File: config.mk
export PLATFORM = sky130hd
export DESIGN_NAME = writeback_buffer
export DESIGN_NICKNAME = d
export VERILOG_FILES = /design/src/rtl/wb_pkg.sv /design/src/rtl/wb_snoop_match.sv /design/src/rtl/writeback_buffer.sv
export SDC_FILE = /design/constraint.sdc
export NUM_CORES = 1
export LEC_CHECK = 0
export BUFFER_PORTS_ARGS = -buffer_cell sky130_fd_sc_hd__buf_2
export CORE_ASPECT_RATIO = 1.25
export CORE_MARGIN = 5
export CORE_UTILIZATION = 40
export CTS_CLUSTER_DIAMETER = 60
export DETAILED_ROUTE_END_ITERATION = 16
export PLACE_DENSITY = 0.6
export SYNTH_ARGS = -nofsm -noshare
export SYNTH_HDL_FRONTEND = slang
export SYNTH_SLANG_ARGS = --single-unit
File: constraint.sdc
create_clock -name clk -period 7.4 [get_ports clk]
set_clock_uncertainty 0.15 [all_clocks]
set_input_delay 2.22 -clock clk [delete_from_list [all_inputs] [get_ports clk]]
set_output_delay 2.22 -clock clk [all_outputs]
set_load 0.05 [all_outputs]
File: src/rtl/wb_pkg.sv
// Shared definitions for the eviction write-back buffer: drain FSM state
// encoding and the default widths that must match the LRU data cache.
package wb_pkg;

    localparam int WB_DEPTH       = 4;
    localparam int WB_TAG_WIDTH   = 4;
    localparam int WB_VALUE_WIDTH = 32;

    typedef enum logic [1:0] {
        IDLE = 2'd0,
        REQ  = 2'd1,
        GAP  = 2'd2
    } wb_state_e;

endpackage

File: src/rtl/wb_snoop_match.sv
// Snoop lookup for the write-back buffer: compares a tag against every valid
// entry and returns the value of the youngest match (closest to the tail).
module wb_snoop_match #(
    parameter int DEPTH       = 4,
    parameter int TAG_WIDTH   = 4,
    parameter int VALUE_WIDTH = 32
) (
    input  logic [DEPTH*TAG_WIDTH-1:0]   tags,
    input  logic [DEPTH*VALUE_WIDTH-1:0] values,
    input  logic [DEPTH-1:0]             valid,
    input  logic [$clog2(DEPTH)-1:0]     head,
    input  logic [TAG_WIDTH-1:0]         snoop_tag,
    output logic                         hit,
    output logic [VALUE_WIDTH-1:0]       value
);

    localparam int PTR_W = $clog2(DEPTH);

    logic [DEPTH-1:0] match;
    logic [PTR_W-1:0] idx;

    // Per-entry tag compare, qualified by the valid bit
    always_comb begin
        match = '0;
        for (int i = 0; i < DEPTH; i++) begin
            match[i] = valid[i] && (tags[i*TAG_WIDTH +: TAG_WIDTH] == snoop_tag);
        end
    end

    // Walk from head (oldest) to tail (youngest); later matches overwrite earlier
    always_comb begin
        hit   = 1'b0;
        value = '0;
        idx   = '0;
        for (int k = 0; k < DEPTH; k++) begin
            idx = head + PTR_W'(k);
            if (match[idx]) begin
                hit   = 1'b1;
                value = values[idx*VALUE_WIDTH +: VALUE_WIDTH];
            end
        end
    end

endmodule

File: src/rtl/writeback_buffer.sv
// Eviction write-back buffer: captures dirty lines from the cache into a
// circular FIFO and drains them to lower memory over a req/ack handshake.
// Optional snoop forwarding is built when WB_SNOOP_FORWARD_EN is defined.
//
// state | meaning
// IDLE  | nothing requested; start a request once the FIFO is non-empty
// REQ   | mem_req high, head entry presented; pop on mem_ack
// GAP   | one-cycle mem_req low after each accepted write
module writeback_buffer
    import wb_pkg::*;
#(
    parameter int DEPTH       = WB_DEPTH,
    parameter int TAG_WIDTH   = WB_TAG_WIDTH,
    parameter int VALUE_WIDTH = WB_VALUE_WIDTH
) (
    input  logic                     clk,
    input  logic                     rst,
    input  logic                     push,
    input  logic [TAG_WIDTH-1:0]     push_tag,
    input  logic [VALUE_WIDTH-1:0]   push_value,
    output logic                     full,
    output logic                     empty,
    output logic [$clog2(DEPTH):0]   count,
    output logic                     overflow,
    output logic                     mem_req,
    output logic [TAG_WIDTH-1:0]     mem_tag,
    output logic [VALUE_WIDTH-1:0]   mem_value,
    input  logic                     mem_ack,
    input  logic [TAG_WIDTH-1:0]     snoop_tag,
    output logic                     snoop_hit,
    output logic [VALUE_WIDTH-1:0]   snoop_value
);

    localparam int PTR_W = $clog2(DEPTH);
    localparam int CNT_W = PTR_W + 1;

    logic [TAG_WIDTH-1:0]   tag_mem [DEPTH];
    logic [VALUE_WIDTH-1:0] val_mem [DEPTH];
    logic [DEPTH-1:0]       valid;
    logic [PTR_W-1:0]       head;
    logic [PTR_W-1:0]       tail;
    logic [CNT_W-1:0]       count_q;
    wb_state_e              state;
    logic                   mem_req_q;
    logic                   overflow_q;
    logic                   push_ok;
    logic                   pop;

    assign full     = (count_q == CNT_W'(DEPTH));
    assign empty    = (count_q == '0);
    assign count    = count_q;
    assign overflow = overflow_q;
    assign mem_req  = mem_req_q;

    // A full buffer drops the push even if the head is popped this same cycle
    assign push_ok = push && !full;
    assign pop     = (state == REQ) && mem_ack;

    // Head entry is only presented while a request is outstanding
    assign mem_tag   = mem_req_q ? tag_mem[head] : '0;
    assign mem_value = mem_req_q ? val_mem[head] : '0;

    // Entry storage and per-entry valid bits
    always_ff @(posedge clk or posedge rst) begin
        if (rst) begin
            valid <= '0;
            for (int i = 0; i < DEPTH; i++) begin
                tag_mem[i] <= '0;
                val_mem[i] <= '0;
            end
        end else begin
            if (pop) begin
                valid[head] <= 1'b0;
            end
            if (push_ok) begin
                tag_mem[tail] <= push_tag;
                val_mem[tail] <= push_value;
                valid[tail]   <= 1'b1;
            end
        end
    end

    // Pointers, occupancy and the sticky overflow flag
    always_ff @(posedge clk or posedge rst) begin
        if (rst) begin
            head       <= '0;
            tail       <= '0;
            count_q    <= '0;
            overflow_q <= 1'b0;
        end else begin
            if (push_ok) begin
                tail <= tail + PTR_W'(1);
            end
            if (pop) begin
                head <= head + PTR_W'(1);
            end
            case ({push_ok, pop})
                2'b10:   count_q <= count_q + CNT_W'(1);
                2'b01:   count_q <= count_q - CNT_W'(1);
                default: count_q <= count_q;
            endcase
            if (push && full) begin
                overflow_q <= 1'b1;
            end
        end
    end

    // Drain FSM with registered mem_req
    always_ff @(posedge clk or posedge rst) begin
        if (rst) begin
            state     <= IDLE;
            mem_req_q <= 1'b0;
        end else begin
            case (state)
                IDLE: begin
                    if (!empty) begin
                        state     <= REQ;
                        mem_req_q <= 1'b1;
                    end
                end
                REQ: begin
                    if (mem_ack) begin
                        state     <= GAP;
                        mem_req_q <= 1'b0;
                    end
                end
                GAP: begin
                    if (!empty) begin
                        state     <= REQ;
                        mem_req_q <= 1'b1;
                    end else begin
                        state <= IDLE;
                    end
                end
                default: begin
                    state     <= IDLE;
                    mem_req_q <= 1'b0;
                end
            endcase
        end
    end

`ifdef WB_SNOOP_FORWARD_EN
    logic [DEPTH*TAG_WIDTH-1:0]   tags_flat;
    logic [DEPTH*VALUE_WIDTH-1:0] values_flat;

    // Flatten storage for the snoop comparator
    always_comb begin
        tags_flat   = '0;
        values_flat = '0;
        for (int i = 0; i < DEPTH; i++) begin
            tags_flat[i*TAG_WIDTH +: TAG_WIDTH]       = tag_mem[i];
            values_flat[i*VALUE_WIDTH +: VALUE_WIDTH] = val_mem[i];
        end
    end

    wb_snoop_match #(
        .DEPTH       (DEPTH),
        .TAG_WIDTH   (TAG_WIDTH),
        .VALUE_WIDTH (VALUE_WIDTH)
    ) u_snoop (
        .tags      (tags_flat),
        .values    (values_flat),
        .valid     (valid),
        .head      (head),
        .snoop_tag (snoop_tag),
        .hit       (snoop_hit),
        .value     (snoop_value)
    );
`else
    // Without forwarding the cache waits for empty before a memory read
    logic [TAG_WIDTH-1:0] unused_snoop_tag;
    assign unused_snoop_tag = snoop_tag;
    assign snoop_hit        = 1'b0;
    assign snoop_value      = '0;
`endif

endmodule
==> out/qor.yml, run 1 <==
outcome: "finished, final reports clean"
arrival_ps: 2690
cts_tree: "built"
yosysMostFrequentCell: "dfrtp_1"
drive_gt1_share_pct: 54.4
die_w_microns: 131
die_h_microns: 161
ys_top_cells_by_area: "dfrtp_1 (53%), mux2_2 (21%), mux4_2 (11%), buf_4 (3.5%), and2_1 (3.1%)"
hold_viol: 0
crit_path_max_fanout: 23
finalCritPeriodShare_pct: 68.3
fin_nets: 603
crit_chain: "buf_4 -> mux4_2 -> and2_1 -> buf_2"
slowest_stage: "dfrtp_2"
worstRegToRegCells: 8
wl_per_cell_microns: 19.3
synthTopCellsByCount: "dfrtp_1 (155), mux2_2 (136), and2_1 (36), mux4_2 (36), buf_4 (34)"
avgSynthCellArea_sq_um: 15.6
cts_buffer_depth: 2
grt_antenna_before_repair: 1
ys_ff_latch: 155
drt_iter0_markers: 154
max_slew_margin_pct: 28.7
portBuffers: 82
rr_startpoint: "count[0]$_DFFE_PP0P_"
grt_pass1_wl_microns: 25400
clk_latency_ps: 410
setup_viol: 0
tns_ps: 0
hold_buffers: 0
yosys.area.top_type_share_pct: 52.9
synth.lib_cells_used.distinct: 26
async_reset_ff_share_pct: 100
clkTransAtPathRegs_ps: 60
dp_hpwl_microns: 9250
ys.flop_type: "dfrtp_1"
h-tree-depth: 4
firstDrtPassIters: 4
tightest_slew_ps: 1070
cpPeakStageDelay_ps: 710
rsz0062_at_grt: "no"
routabilityCongestion: 0.672
critPathLaunchType: "register"
synth_edf_count: 0
rows: 55
cts_resized: 0
hp-class: "reg -> reg"
vias: 3974
postCtsSetupRepairBufs: 0
setup.worst_path.end_class: "output pin"
finalNonFillerCells: 792
syn_area_sq_um: 7340
timing_worst_setup_path_type: "reg -> out"
vias_per_cell: 5.02
n_antenna_cell: 0
ant_nets: 0
die_area_sq_um: 21200
synthCells: 469
drv_slew: 0
gr-total-overflow: 0
grt_max_degree: 97
fin_util_pct: 46.4
initial_core_util_pct: 40.5
ys.warnings.count: 0
timing.rr.end: "count[2]$_DFFE_PP0P_"
ys_seq_area_share_pct: 52.9
fillers: 1621
yosysTopAreaCell: "dfrtp_1"
clkSinkCount: 155
maxClockFrequency_mhz: 198
fin_area_sq_um: 8400
max-cap-violations: 0
endpoint: "mem_value[31]"
post-route-drc-count: 0
cts-root-buf: "clkbuf_16"
core-area_sq_um: 18100
worstSetupStartpoint: "head[0]$_DFFE_PP0P_"
required_ps: 5030
grt_pass1_vias: 4710
placed_area_sq_um: 7780
r2r_slack_ps: 4890
cts_buffers: 17
placed_cells: 762
io_pins: 120
grt_use_total_pct: 15.1
min_period_ps: 5060
routed_wl_microns: 15300
area_growth_pct: 14.5
-- critical path: cells and delay by family, from the launching register on --
kind          cells  cell delay [ps]
mux               1              570
simple gates      1              200
buf+inv           2              780
flops             1              710
-- logic make-up after synthesis --
family	Yosys count	synth area share, %
muxes	182	33.9
DFF	155	52.9
buffers and inverters	62	6.21
and+or+nand+nor	53	4.74
adders and majority gates	6	1.13
xor gates and xnor gates	6	0.716
AOI/OAI and AO/OA	4	0.375
other	1	0.0511
-- how the worst min path moves through the flow --
stage | depth (start not counted) | to | slack, ps | start
final | 1 | overflow$_DFFE_PP0P_ | 300 | overflow$_DFFE_PP0P_
after global routing | 1 | overflow$_DFFE_PP0P_ | 330 | overflow$_DFFE_PP0P_
after CTS | 1 | overflow$_DFFE_PP0P_ | 310 | overflow$_DFFE_PP0P_
after detailed placement | 1 | overflow$_DFFE_PP0P_ | 290 | overflow$_DFFE_PP0P_
after global placement | 1 | overflow$_DFFE_PP0P_ | 290 | overflow$_DFFE_PP0P_
after floorplan | 1 | val_mem[32]$_DFFE_PP0P_ | 330 | val_mem[32]$_DFFE_PP0P_
-- cell usage in the layout, fill, tap and decap left out --
cell type  Yosys  layout
clkinv_2       0       4
clkbuf_1       4       1
mux2_4         9       9
clkbuf_16      0      17
nor2_1         3       3
xor2_1         3       3
dfrtp_1      155     153
nand2_1        5       5
inv_6          0       1
clkbuf_8       0       4
a21o_1         3       3
buf_4         34       7
nor2_4         4       4
mux4_2        36      36
inv_1          6       5
o21ai_0        1       1
conb_1         1      33
bufinv_16      0       4
mux2_2       136     136
xnor2_1        3       3
and2_1        36      36
fa_1           1       1
nor3b_4        1       1
and3b_1        2       2
mux2i_1        1       1
nand2b_1       1       1
dfrtp_2        0       2
nor3_1         1       1
ha_1           5       5
buf_2          4      82
-- final cells by class --
cell class,count,area (sq um),share of cell area (%)
clock buffers,22,484,5.76
clock inverters,8,140,1.67
inverters,6,27.5,0.328
multi-input cells,284,3120,37.2
flip-flops and latches,155,3880,46.2
well taps,228,285,3.39
repair buffers,89,463,5.51
-- flip-flops by register name, indices dropped and copies added (netlist names) --
name and count:
head 2, tail 2, count 3, val_mem 128, state 2, mem_req 1, overflow 1, tag_mem 16
-- layer usage --
| metal | share of wire [%] | wire [microns] | vias to the layer above | global-route usage [%] |
|---|---|---|---|---|
| met2 | 52 | 7890 | 87 | 25.9 |
| met5 | 0.046 | 7 | - | 0 |
| met4 | 1.5 | 226 | 2 | 5.15 |
| li1 | - | - | 1775 | - |
| met3 | 4.3 | 657 | 20 | 3.64 |
| met1 | 42 | 6480 | 2090 | 18.6 |
-- per-stage QoR --
| stage | worst slack [ps] | hold WS [ps] |
|---|---|---|
| 2_1_floorplan | 852 | 325 |
| 3_3_place_gp | 2700 | 290 |
| 3_5_place_dp | 2700 | 294 |
| 4_1_cts | 2230 | 307 |
| 5_1_grt | 2120 | 326 |
| 6_report | 2340 | 304 |
Power of run 1 is left out: the tool's default activity adds up to more than one toggle a clock period on the data nets, which glitch-free logic cannot reach.
==> run 2, diff against run 1 <==
- ABC_AREA: not set -> 1
- PLACE_DENSITY: 0.6 -> 0.61
- clock period: 7.4 -> 4.14 ns (I/O delays scaled with it)
==> out/qor.yml, run 2 <==
finalCritPeriodShare_pct: 86.8
postCtsSetupRepairBufs: 0  # unchanged
ant_nets: 0  # unchanged
clock_power_share_pct: 18.8
top_register: "val_mem"
hold_buffers: 0  # unchanged
rsz0062_at_grt: "no"
max-cap-violations: 0  # unchanged
die_w_microns: 142  # +7.9%
clkSinkCount: 155  # unchanged
crit_path_max_fanout: 12  # -48%
final_cell_mix: "nand2_1 (444), inv_1 (158), dfrtp_1 (154)"
crit_chain: "inv_2 -> buf_4 -> nand3_1 -> a21oi_1 -> buf_2"
fin_nets: 1245  # +110%
grt_use_total_pct: 19.2  # +4.2 points
drt_iter0_markers: 602  # +290%
synth.lib_cells_used.distinct: 23  # -12%
yosysMostFrequentCell: "nand2_1"
tns_ps: 0  # unchanged
grt_pass1_vias: 7032  # +49%
portBuffers: 82  # unchanged
timing_worst_setup_path_type: "reg -> out"
area_growth_pct: 10.5
maxClockFrequency_mhz: 278
fin_area_sq_um: 9560  # +14%
synthTopCellsByCount: "nand2_1 (444), inv_1 (160), dfrtp_1 (155), nand4_1 (145), nand3_1 (78)"
fin_util_pct: 44.7  # -1.7 points
ys.flop_type: "dfrtp_1"
clk_latency_ps: 420  # about the same
gr-total-overflow: 0  # unchanged
cts_buffer_depth: 2  # unchanged
die_area_sq_um: 24700  # +17%
regArea_sq_um: 3880  # about the same
routed_wl_microns: 23700  # +56%
seqPwrFrac_pct: 28.7
hp-start: "overflow$_DFFE_PP0P_"
ys_ff_latch: 155  # unchanged
yosysTopAreaCell: "dfrtp_1"
p_comb_share_pct: 52.6
ys.warnings.count: 0  # unchanged
ys_seq_area_share_pct: 44.8  # -8.0 points
rows: 60  # +9.1%
grt_antenna_before_repair: 0  # -1
arrival_ps: 2200  # -490 ps
ys_top_cells_by_area: "dfrtp_1 (45%), nand2_1 (19%), nand4_1 (10%), inv_1 (6.9%), nand3_1 (4.5%)"
critPathLaunchType: "register"
drv_slew: 0  # unchanged
syn_area_sq_um: 8650  # +18%
vias_per_cell: 5.04  # +0.51%
vias: 7494  # +89%
grt_max_degree: 94  # -3.1%
async_reset_ff_share_pct: 100  # unchanged
finalNonFillerCells: 1486  # +88%
hp-class: "reg -> reg"
power_leakage_uw: 0.00533
placed_cells: 1455  # +91%
peakVddDrop_uv: 394
p_per_area_nw_per_um2: 942
routabilityCongestion: 0.729  # +8.6%
setup_viol: 0  # unchanged
cp_num_buf_inv: 3  # +1
required_ps: 2750  # -2280 ps
max_slew_margin_pct: 32.7  # +4.0 points
fillers: 2236  # +38%
core-area_sq_um: 21400  # +18%
n_antenna_cell: 0  # unchanged
rr_startpoint: "count[0]$_DFFE_PP0P_"
clkTransAtPathRegs_ps: 60  # about the same
die_h_microns: 174  # +8.0%
switching_share_pct: 50.2
avgSynthCellArea_sq_um: 7.46  # -52%
hold_viol: 0  # unchanged
synth_edf_count: 0  # unchanged
placed_area_sq_um: 8920  # +15%
cts_buffers: 17  # unchanged
critical_path.top_delay_family: "buffers and inverters"
cts_resized: 0  # unchanged
wl_per_cell_microns: 16.0  # -17%
setup.worst_path.end_class: "output pin"
cts_tree: "built"
initial_core_util_pct: 40.4  # -0.11 points
io_pins: 120  # unchanged
multi_input_area_sq_um: 3460  # +11%
tightest_slew_ps: 1010  # -60.7 ps
synthCells: 1160  # +150%
power.switching_uw: 4520
outcome: "finished, final reports clean"
post-route-drc-count: 0  # unchanged
cpPeakStageDelay_ps: 540  # -170 ps
cts-root-buf: "clkbuf_16"
min_period_ps: 3590
slowest_stage: "dfrtp_1"
largest_reg_flops: 128  # unchanged
drive_gt1_share_pct: 12.0  # -42 points
layout_commonest_cell: "nand2_1"
yosys.area.top_type_share_pct: 44.8  # -8.0 points
hold-worst-slack_ps: 308  # +3.93 ps
h-tree-depth: 4  # unchanged
dp_hpwl_microns: 13400  # +45%
grt_pass1_wl_microns: 38000  # +50%
firstDrtPassIters: 5  # +1
internal-power_uw: 4490
worstSetupStartpoint: "head[1]$_DFFE_PP0P_"
==> run 2: cell types whose count changed in the layout (fill, tap and decap cells not counted), moves of 9 or more <==
cell     previous run  this run
nand4_1             0       145
mux4_2             36         0
and2_1             36         0
buf_4               7        20
a21oi_1             0        36
mux2_2            136         0
nand2_1             5       444
inv_1               5       158
mux2_4              9         0
nand3_1             0        78
==> run 2: power groups by stage <==
stage               registers [uW]  logic [uW]  clock network (uW)
global placement              2590        4720                   0
floorplan                     2600        3720                   0
global route                  2670        5230                1780
finish                        2580        4730                1690
CTS                           2580        4790                1720
detailed placement            2600        4770                   0
==> run 2: cell type report <==
| type | count | area share (%) |
|---|---|---|
| Multi-Input combinational cell | 755 | 36.2 |
| Inverter | 162 | 6.40 |
| Sequential cell | 155 | 40.6 |
| Timing Repair Buffer | 104 | 6.44 |
| Clock buffer | 19 | 4.74 |
| Clock inverter | 12 | 1.96 |
| Tap cell | 279 | 3.65 |
==> run 2: kinds of logic after synthesis <==
logic type	share of synthesized area [%]
AO/OA/AOI/OAI	2.52
buffers and inverters	16.5
flip-flops	44.8
XOR/XNOR	0.203
other	0.0434
adder cells (fa/ha/maj)	0.955
AND/OR/NAND/NOR	34.9
==> run 2: worst reg2reg max path, stage by stage, from the launching register on <==
cell and delay (ps):
dfrtp_1 400, inv_1 160, nand3_4 380, nand2_1 350, ha_1 210, inv_1 70, fa_1 380, nand2_1 100
nand3_1 70, nand2_1 60, nand2_1 50
==> run 2: worst paths after layout <==
check | to | slack [ps] | depth (start not counted)
min in group asynchronous | val_mem[107]$_DFFE_PP0P_ | 780 | 2
worst max register to register | count[2]$_DFFE_PP0P_ | 1680 | 10
worst max-delay path | mem_value[24] | 550 | 5
worst min register to register | overflow$_DFFE_PP0P_ | 310 | 1
worst min-delay path | overflow$_DFFE_PP0P_ | 310 | 1
max in group asynchronous | val_mem[96]$_DFFE_PP0P_ | 2230 | 3
==> run 2: through the flow <==
step | total power [uW] | worst slack (ps)
floorplan | 6320 | 789
global placement | 7310 | 950
detailed placement | 7370 | 966
CTS | 9090 | 515
global route | 9680 | 438
finish | 9010 | 545
==> run 2: layer usage <==
layer	up-vias	routed length (microns)	track usage [%]
met5	-	0	0
met4	0	272	5.00
met3	18	1080	2.48
met2	192	12100	33.6
met1	3596	10300	25.1
li1	3688	-	-
Power figures use the tool's default switching activity.
